--- src/rtl/clock_time_controller_if.sv ---
// Bundle between the time controller and the seconds/minutes/hours counters and buttons.
// master drives the tick, buttons and counter state; slave is the controller.
interface clock_time_controller_if;
   logic       tick_1hz;
   logic       btn_mode;
   logic       btn_inc;
   logic       btn_dec;
   logic [5:0] sec_q;
   logic [5:0] min_q;
   logic [5:0] hour_q;
   logic       sec_cout;
   logic       min_cout;
   logic       sec_ce;
   logic       min_ce;
   logic       hour_ce;
   logic       sec_load_en;
   logic       min_load_en;
   logic       hour_load_en;
   logic [5:0] load_data;
   logic [1:0] edit_field;
   logic       blink;

   modport master (
      output tick_1hz, btn_mode, btn_inc, btn_dec,
      output sec_q, min_q, hour_q, sec_cout, min_cout,
      input  sec_ce, min_ce, hour_ce,
      input  sec_load_en, min_load_en, hour_load_en, load_data,
      input  edit_field, blink
   );

   modport slave (
      input  tick_1hz, btn_mode, btn_inc, btn_dec,
      input  sec_q, min_q, hour_q, sec_cout, min_cout,
      output sec_ce, min_ce, hour_ce,
      output sec_load_en, min_load_en, hour_load_en, load_data,
      output edit_field, blink
   );
endinterface

--- src/rtl/clock_time_controller.sv ---
// Desktop clock sequencer: RUN-mode enable chain, SET-mode wrap-around loads,
// edit-field blink strobe and inactivity timeout back to RUN.
module clock_time_controller #(
   parameter int HOUR_MAX  = 23,
   parameter int MIN_MAX   = 59,
   parameter int BLINK_DIV = 25000000,
   parameter int TIMEOUT_S = 30
) (
   input logic                   clk,
   input logic                   rst_n,
   clock_time_controller_if.slave ctl
);
   localparam int BL_W = (BLINK_DIV > 2) ? $clog2(BLINK_DIV) : 1;
   localparam int TO_W = $clog2(TIMEOUT_S + 1);
   localparam logic [5:0]      HOUR_LIM = 6'(HOUR_MAX);
   localparam logic [5:0]      MIN_LIM  = 6'(MIN_MAX);
   localparam logic [BL_W-1:0] BL_LAST  = BL_W'(BLINK_DIV - 1);
   localparam logic [TO_W-1:0] TO_LAST  = TO_W'(TIMEOUT_S - 1);

   typedef enum logic [1:0] {
      RUN      = 2'd0,
      SET_HOUR = 2'd1,
      SET_MIN  = 2'd2,
      SET_SEC  = 2'd3
   } state_t;

   state_t          state_reg, state_next;
   logic [1:0]      edit_field_reg;
   logic            blink_reg;
   logic [BL_W-1:0] blink_cnt_reg;
   logic [TO_W-1:0] timeout_cnt_reg;

   logic       btn_any, load_req, load_any, run_active;
   logic       sec_load, min_load, hour_load;
   logic [5:0] load_val;

   function automatic logic [5:0] wrap_inc(input logic [5:0] q, input logic [5:0] lim);
      return (q >= lim) ? 6'd0 : q + 6'd1;
   endfunction

   // Out-of-range values decrement to the limit rather than to q-1.
   function automatic logic [5:0] wrap_dec(input logic [5:0] q, input logic [5:0] lim);
      return (q == 6'd0 || q > lim) ? lim : q - 6'd1;
   endfunction

   assign btn_any    = ctl.btn_mode | ctl.btn_inc | ctl.btn_dec;
   assign load_req   = rst_n & (ctl.btn_inc ^ ctl.btn_dec) & ~ctl.btn_mode;
   assign run_active = rst_n & (state_reg == RUN);

   always_comb begin
      state_next = state_reg;
      if (ctl.btn_mode) begin
         case (state_reg)
            RUN:      state_next = SET_HOUR;
            SET_HOUR: state_next = SET_MIN;
            SET_MIN:  state_next = SET_SEC;
            default:  state_next = RUN;
         endcase
      end else if (state_reg != RUN && !btn_any && ctl.tick_1hz &&
                   timeout_cnt_reg == TO_LAST) begin
         state_next = RUN;
      end
   end

   always_comb begin
      sec_load  = 1'b0;
      min_load  = 1'b0;
      hour_load = 1'b0;
      load_val  = 6'd0;
      case (state_reg)
         SET_HOUR: begin
            hour_load = load_req;
            if (load_req)
               load_val = ctl.btn_inc ? wrap_inc(ctl.hour_q, HOUR_LIM)
                                      : wrap_dec(ctl.hour_q, HOUR_LIM);
         end
         SET_MIN: begin
            min_load = load_req;
            if (load_req)
               load_val = ctl.btn_inc ? wrap_inc(ctl.min_q, MIN_LIM)
                                      : wrap_dec(ctl.min_q, MIN_LIM);
         end
         SET_SEC:  sec_load = load_req;
         default:  ;
      endcase
   end

   assign load_any = sec_load | min_load | hour_load;

   always_ff @(posedge clk or negedge rst_n) begin
      if (!rst_n) begin
         state_reg       <= RUN;
         edit_field_reg  <= 2'd0;
         blink_reg       <= 1'b1;
         blink_cnt_reg   <= '0;
         timeout_cnt_reg <= '0;
      end else begin
         state_reg      <= state_next;
         edit_field_reg <= 2'(state_next);

         if (state_next == RUN || btn_any)
            timeout_cnt_reg <= '0;
         else if (ctl.tick_1hz)
            timeout_cnt_reg <= timeout_cnt_reg + 1'b1;

         // Any field change or load restarts the strobe in the visible phase.
         if (state_next == RUN || state_next != state_reg || load_any) begin
            blink_cnt_reg <= '0;
            blink_reg     <= 1'b1;
         end else if (blink_cnt_reg == BL_LAST) begin
            blink_cnt_reg <= '0;
            blink_reg     <= ~blink_reg;
         end else begin
            blink_cnt_reg <= blink_cnt_reg + 1'b1;
         end
      end
   end

   assign ctl.sec_ce       = run_active & ctl.tick_1hz;
   assign ctl.min_ce       = run_active & ctl.tick_1hz & ctl.sec_cout;
   assign ctl.hour_ce      = run_active & ctl.tick_1hz & ctl.sec_cout & ctl.min_cout;
   assign ctl.sec_load_en  = sec_load;
   assign ctl.min_load_en  = min_load;
   assign ctl.hour_load_en = hour_load;
   assign ctl.load_data    = load_val;
   assign ctl.edit_field   = edit_field_reg;
   assign ctl.blink        = blink_reg;
endmodule

--- src/flat_wrapper.sv ---
// flat-port wrapper written by rule: the top's interface ports become plain ports
module clock_time_controller_flat 
#(
   parameter int HOUR_MAX  = 23,
   parameter int MIN_MAX   = 59,
   parameter int BLINK_DIV = 25000000,
   parameter int TIMEOUT_S = 30
)
  (clk, rst_n, ctl_tick_1hz, ctl_btn_mode, ctl_btn_inc, ctl_btn_dec, ctl_sec_q, ctl_min_q, ctl_hour_q, ctl_sec_cout, ctl_min_cout, ctl_sec_ce, ctl_min_ce, ctl_hour_ce, ctl_sec_load_en, ctl_min_load_en, ctl_hour_load_en, ctl_load_data, ctl_edit_field, ctl_blink);
  clock_time_controller_if ctl_i ();
  input logic clk;
  input logic rst_n;
  input wire logic [$bits(ctl_i.tick_1hz)-1:0] ctl_tick_1hz;
  input wire logic [$bits(ctl_i.btn_mode)-1:0] ctl_btn_mode;
  input wire logic [$bits(ctl_i.btn_inc)-1:0] ctl_btn_inc;
  input wire logic [$bits(ctl_i.btn_dec)-1:0] ctl_btn_dec;
  input wire logic [$bits(ctl_i.sec_q)-1:0] ctl_sec_q;
  input wire logic [$bits(ctl_i.min_q)-1:0] ctl_min_q;
  input wire logic [$bits(ctl_i.hour_q)-1:0] ctl_hour_q;
  input wire logic [$bits(ctl_i.sec_cout)-1:0] ctl_sec_cout;
  input wire logic [$bits(ctl_i.min_cout)-1:0] ctl_min_cout;
  output wire logic [$bits(ctl_i.sec_ce)-1:0] ctl_sec_ce;
  output wire logic [$bits(ctl_i.min_ce)-1:0] ctl_min_ce;
  output wire logic [$bits(ctl_i.hour_ce)-1:0] ctl_hour_ce;
  output wire logic [$bits(ctl_i.sec_load_en)-1:0] ctl_sec_load_en;
  output wire logic [$bits(ctl_i.min_load_en)-1:0] ctl_min_load_en;
  output wire logic [$bits(ctl_i.hour_load_en)-1:0] ctl_hour_load_en;
  output wire logic [$bits(ctl_i.load_data)-1:0] ctl_load_data;
  output wire logic [$bits(ctl_i.edit_field)-1:0] ctl_edit_field;
  output wire logic [$bits(ctl_i.blink)-1:0] ctl_blink;
  assign ctl_i.tick_1hz = ctl_tick_1hz;
  assign ctl_i.btn_mode = ctl_btn_mode;
  assign ctl_i.btn_inc = ctl_btn_inc;
  assign ctl_i.btn_dec = ctl_btn_dec;
  assign ctl_i.sec_q = ctl_sec_q;
  assign ctl_i.min_q = ctl_min_q;
  assign ctl_i.hour_q = ctl_hour_q;
  assign ctl_i.sec_cout = ctl_sec_cout;
  assign ctl_i.min_cout = ctl_min_cout;
  assign ctl_sec_ce = ctl_i.sec_ce;
  assign ctl_min_ce = ctl_i.min_ce;
  assign ctl_hour_ce = ctl_i.hour_ce;
  assign ctl_sec_load_en = ctl_i.sec_load_en;
  assign ctl_min_load_en = ctl_i.min_load_en;
  assign ctl_hour_load_en = ctl_i.hour_load_en;
  assign ctl_load_data = ctl_i.load_data;
  assign ctl_edit_field = ctl_i.edit_field;
  assign ctl_blink = ctl_i.blink;
  clock_time_controller #(.HOUR_MAX(HOUR_MAX), .MIN_MAX(MIN_MAX), .BLINK_DIV(BLINK_DIV), .TIMEOUT_S(TIMEOUT_S)) u_core (.clk(clk), .rst_n(rst_n), .ctl(ctl_i));
endmodule
--- config.mk ---
export PLATFORM = sky130hd
export DESIGN_NAME = clock_time_controller_flat
export DESIGN_NICKNAME = d
export VERILOG_FILES = /design/src/rtl/clock_time_controller_if.sv /design/src/rtl/clock_time_controller.sv /design/src/flat_wrapper.sv
export SDC_FILE = /design/constraint.sdc
export NUM_CORES = 1
export LEC_CHECK = 0
export CORE_UTILIZATION = 35
export DETAILED_ROUTE_END_ITERATION = 10
export GPL_ROUTABILITY_DRIVEN = 0
export GPL_TIMING_DRIVEN = 0
export PLACE_DENSITY = 0.65
export SLEW_MARGIN = 20
export SYNTH_ARGS = -nofsm -noshare
export SYNTH_HDL_FRONTEND = slang
export SYNTH_SLANG_ARGS = --single-unit
--- constraint.sdc ---
create_clock -name clk -period 2.05 [get_ports clk]
set_input_delay 0.41 -clock clk [delete_from_list [all_inputs] [get_ports clk]]
set_output_delay 0.41 -clock clk [all_outputs]
set_load 0.01 [all_outputs]
After elaboration in Yosys (flattened, before gate mapping) --
Index checks and enable logic that the tools add are counted. Widths: inputs -> output; s select.
Word-level totals: register bits after elaboration 33, input port bits 26, logic and storage cells 70
Operators by class: $add $sub $neg 6, order comparisons 4, equality and inequality tests 6, mux-type cells 21, bitwise operators 13, reductions and logical operators 16
Operators by type and width (number):
- $mux 25 | 2
- $mux 6 | 8
- $add 25x1->25 const B | 1
- $eq 25x25->1 const B | 1
- $add 6x1->6 const B | 2
- $logic_not 6->1 | 2
- $pmux 6 s2 | 1
- $sub 6x1->6 const B | 2
- $mux 5 | 2
- $and 1x1->1 | 6
- $ge 6x5->1 const B | 1
- $ge 6x6->1 const B | 1
- $gt 6x5->1 const B | 1
- $gt 6x6->1 const B | 1
- $pmux 2 s3 | 1
- $reduce_bool 2->1 | 3
- $add 5x1->5 const B | 1
- $eq 5x5->1 const B | 1
- $logic_or 1x1->1 | 5
- $mux 1 | 5
- $eq 2x2->1 const B | 2
- $logic_not 2->1 | 2
- $mux 2 | 2
- $or 1x1->1 | 4
- other kinds (6) | 9

Depth between registers and ports, before layout --
depth after elaboration 12, mapped depth 7, gate-level depth less buffers 6

Worst setup path before layout --
Ideal clock, no wire load.
path kind register -> output, from register u_core.state_reg[1], to output ctl_load_data[0], arrival time 1.801 ns, data required time 1.640 ns, path slack -0.161 ns, cell stages (with the launch flop) 7, cell sequence dfrtp_1 > inv_1 > ha_1 > inv_1 > nor4b_1 > and2_1 > a22o_1
Between the ends: longest elaborated chain between the ends 2, elaborated cells between the ends (all ways) 3, those cells by class eq/ne: 2; mux: 1
Ends and longest elaborated chain:
- start: declaration | line clock_time_controller.sv:27 | state_t state_reg, state_next;
- start signal: assignment | line clock_time_controller.sv:98 | state_reg <= state_next;
- $eq 2x2->1 or $eq 2x1->1 (tied branches) | line clock_time_controller.sv:70 | case (state_reg)
- $pmux 6 s2 * | line clock_time_controller.sv:70
- end: declaration | line flat_wrapper.sv:28 | output wire logic [$bits(ctl_i.load_data)-1:0] ctl_load_data;
Every way passes the cells marked *; elsewhere a longest branch is shown, timed or not.

Final worst setup path --
from input ctl_min_q[4], to output ctl_load_data[3]
Between the ends: longest elaborated chain between the ends 6, elaborated cells between the ends (all ways) 9, those cells by class order compare: 2; mux: 5; reduce/logical: 2
Ends and longest elaborated chain:
- start: declaration | line flat_wrapper.sv:18 | input wire logic [$bits(ctl_i.min_q)-1:0] ctl_min_q;
- $gt 6x6->1 or $logic_not 6->1 (tied branches) | line clock_time_controller.sv:43 | return (q == 6'd0 || q > lim) ? lim : q - 6'd1;
- $logic_or 1x1->1 | line clock_time_controller.sv:43
- $mux 6 | line clock_time_controller.sv:43
- $mux 6 * | line clock_time_controller.sv:80 | load_val = ctl.btn_inc ? wrap_inc(ctl.min_q, MIN_LIM)
- $mux 6 * | line clock_time_controller.sv:79 | if (load_req)
- $pmux 6 s2 * | line clock_time_controller.sv:70
Marked as above.

==> reports/metrics.yaml <==
status: "finished with violations"
violations: "setup timing"
grt_max_degree: 15
yosysMostFrequentCell: "dfrtp_1"
clk_pin_slew_ps: 60
area_growth_pct: 41.0
yosysTopAreaCell: "dfrtp_1"
rsz0062_at_grt: "true"
post-route-drc-count: 0
syn-mean-instance-area_um2: 8.67
die_w_um: 86.6
clock_skew_ps: 4.61
synthFlopType: "dfrtp_1"
multiInputGateArea_um2: 1810
via_per_inst: 5.74
htreeDepth: 2
path_max_fanout: 7
core_area_um2: 6870
min_path_type: "in2async"
dpl_worst_slack_ps: -1300
yosysSeqAreaShare: 0.330
diodes: 0
grt.total_usage: 0.192
dpl.hpwl_mm: 4.38
synthMuxAreaShare: 0
cell_internal_pwr_w: 0.00160
root_buffer: "clkbuf_8"
power_w: 0.00255
hold_violations: 0
relSlewSlack: 0.680
finalCritPeriodShare: 1.11
async_flop_share: 1.00
ioPinCount: 41
cts_sinks: 33
ys_warn_count: 0
crit_chain: "dlygate4sd2_1, or3b_4, a21oi_2, o22ai_2, o31ai_2, buf_2"
nets: 397
synth_top_family_by_area: "simple AND/OR/NAND/NOR gates"
synth_cell_types: 49
grt_pass1_vias: 2412
end_kind: "output pin"
holdWs_ps: 52.0
die-area_um2: 7500
clock_path_buffers: 2
min_period_ps: 2280
critical_path_class: "in2out"
vias: 2619
p_leak_nw: 1.44
p_sw_frac: 0.373
power_frac_seq: 0.286
synthAdderAreaFrac: 0.0599
pwr-share-comb: 0.501
portBuffers: 29
cts_buffers: 5
fmax_ghz: 0.439
slowest_delay_ps: 440
rows: 30
setup_viol: 8
crit_path_start_kind: "primary input"
syn-num-nets: 327
crit_path_top_delay_cell: "or3b_4"
max-vdd-ir-drop_v: 0.000533
synth_area_leaders: "dfrtp_1 (32%), ha_1 (6.0%), xor2_1 (4.2%), a211oi_1 (3.6%), nor3_1 (3.4%)"
fin_ws_ps: -226
seqCellArea_um2: 830
num-fill-cells: 627
drtPass1Iterations: 4
synth-compound-area-share: 0.200
power_switching_w: 0.000950
yosysTopAreaCellShare: 0.320
synth-xor-area-share: 0.0699
wire_per_inst_um: 15.5
antenna_found_initial: 0
worstPathArrival_ps: 1870
synth-edff-count: 0
synthTopCellsByCount: "dfrtp_1 (32), nor3_1 (17), nand2_1 (16), o21ai_0 (16)"
largest_reg_flops: 25
antenna_left: 0
drv_cap: 0
drtIter0Drc: 137
tightest_slew_ps: 478
crit_family: "compound AO/OA/AOI/OAI gates"
drive_above_1_share: 0.322
drv_slew: 0
syn_inst: 289
initial_core_util: 0.365
powerDensity_nw_per_um2: 722
crit_buf_inv: 2
ys_seq_elements: 33
synthSimpleGateAreaFrac: 0.294
grt_pass1_wl_mm: 11.4
wirelength_mm: 7.05
grt-ovfl-total: 0
p_clk_frac: 0.213
worstSkewPairLatency_ps: 290
required_ps: 1640
die_h_um: 86.6
cts_tree: "done"
netlist_area_um2: 2500
final_util: 0.514
area by class of cell:
| cell class | instances | share of cell area |
|---|---|---|
| plain buffers | 14 | 0.0252 |
| clock buffers | 7 | 0.0273 |
| clock inverters | 1 | 0.00142 |
| inverters | 15 | 0.0159 |
| multi-input cells | 226 | 0.512 |
| flip-flops and latches | 33 | 0.235 |
| well taps | 96 | 0.0340 |
| repair buffers | 64 | 0.149 |
path summary, 6_finish.rpt:
path	from	to	slack [ps]	depth (start not counted)
setup / recovery	ctl_min_q[4]	ctl_load_data[3]	-230	6
hold / removal	rst_n	u_core.blink_cnt_reg[11]	50	2
setup reg to reg	u_core.state_reg[0]	u_core.ctl.blink	-50	7
hold reg to reg	u_core.timeout_cnt_reg[4]	u_core.timeout_cnt_reg[4]	540	2
max in group asynchronous	rst_n	u_core.blink_cnt_reg[19]	1160	2
min in group clk	ctl_tick_1hz	u_core.timeout_cnt_reg[1]	510	3
cells in the final DEF, fill, tap and decap left out, types with 4 or more instances in the layout:
cell	synthesis	layout
clkbuf_1	13	5
clkbuf_8	0	8
xor2_1	12	12
buf_4	0	35
and4_1	6	5
nor2_1	15	12
inv_1	15	10
nor3_1	17	15
xnor2_1	8	7
a211oi_1	12	8
nand3_1	9	9
o21ai_0	16	14
dlygate4sd2_1	0	10
ha_1	12	5
or4_4	0	4
clkdlybuf4s50_1	0	5
a211oi_2	3	7
and3_1	5	4
or4_1	10	6
and2_1	5	4
dfrtp_1	32	30
ha_2	0	5
buf_2	2	10
nand2b_1	7	6
o31ai_1	10	8
or3_1	11	11
clkbuf_2	0	4
inv_2	0	5
nand4_1	10	10
nand2_1	16	15
logic make-up after synthesis:
family | after synthesis
adder cells (fa/ha/maj) | 12
buffers and inverters | 30
flip-flops | 33
XOR/XNOR | 20
AND/OR/NAND/NOR | 126
AO/OA/AOI/OAI | 68
timing repair:
item | 4_1_cts | 5_1_grt
cloned | 1 | 1
gates resized for setup | 115 | 27
hold buffers | 1 | 0
pin swaps | 14 | 15
setup endpoints to repair | 37 | 33
hold endpoints to repair | 8 | 0
buffers inserted | 24 | 9
stage by stage:
step,instance area [µm²],TNS [ps],cells
after detailed placement,2950,-24180,415
after global routing,3530,-4280,456
after CTS,3420,-1080,448
final,3530,-987,456
after floorplan,2520,0,289
after global placement,2940,-66960,414
power groups by stage:
stage	Clock, W	Combinational [W]	Sequential [W]
2_1_floorplan	0	0.000462	0.000771
3_3_place_gp	0	0.000723	0.000779
3_5_place_dp	0	0.000743	0.000782
4_1_cts	0.000559	0.00107	0.000728
5_1_grt	0.000590	0.00138	0.000732
6_report	0.000543	0.00128	0.000730
layer usage:
layer	GRT usage	wire [µm]	part of all wire
met1	0.239	3080	0.44
met2	0.333	3470	0.49
met3	0.0314	331	0.047
met4	0.0727	169	0.024
met5	0	0	0
No activity file was read; power rests on OpenSTA's default activity.
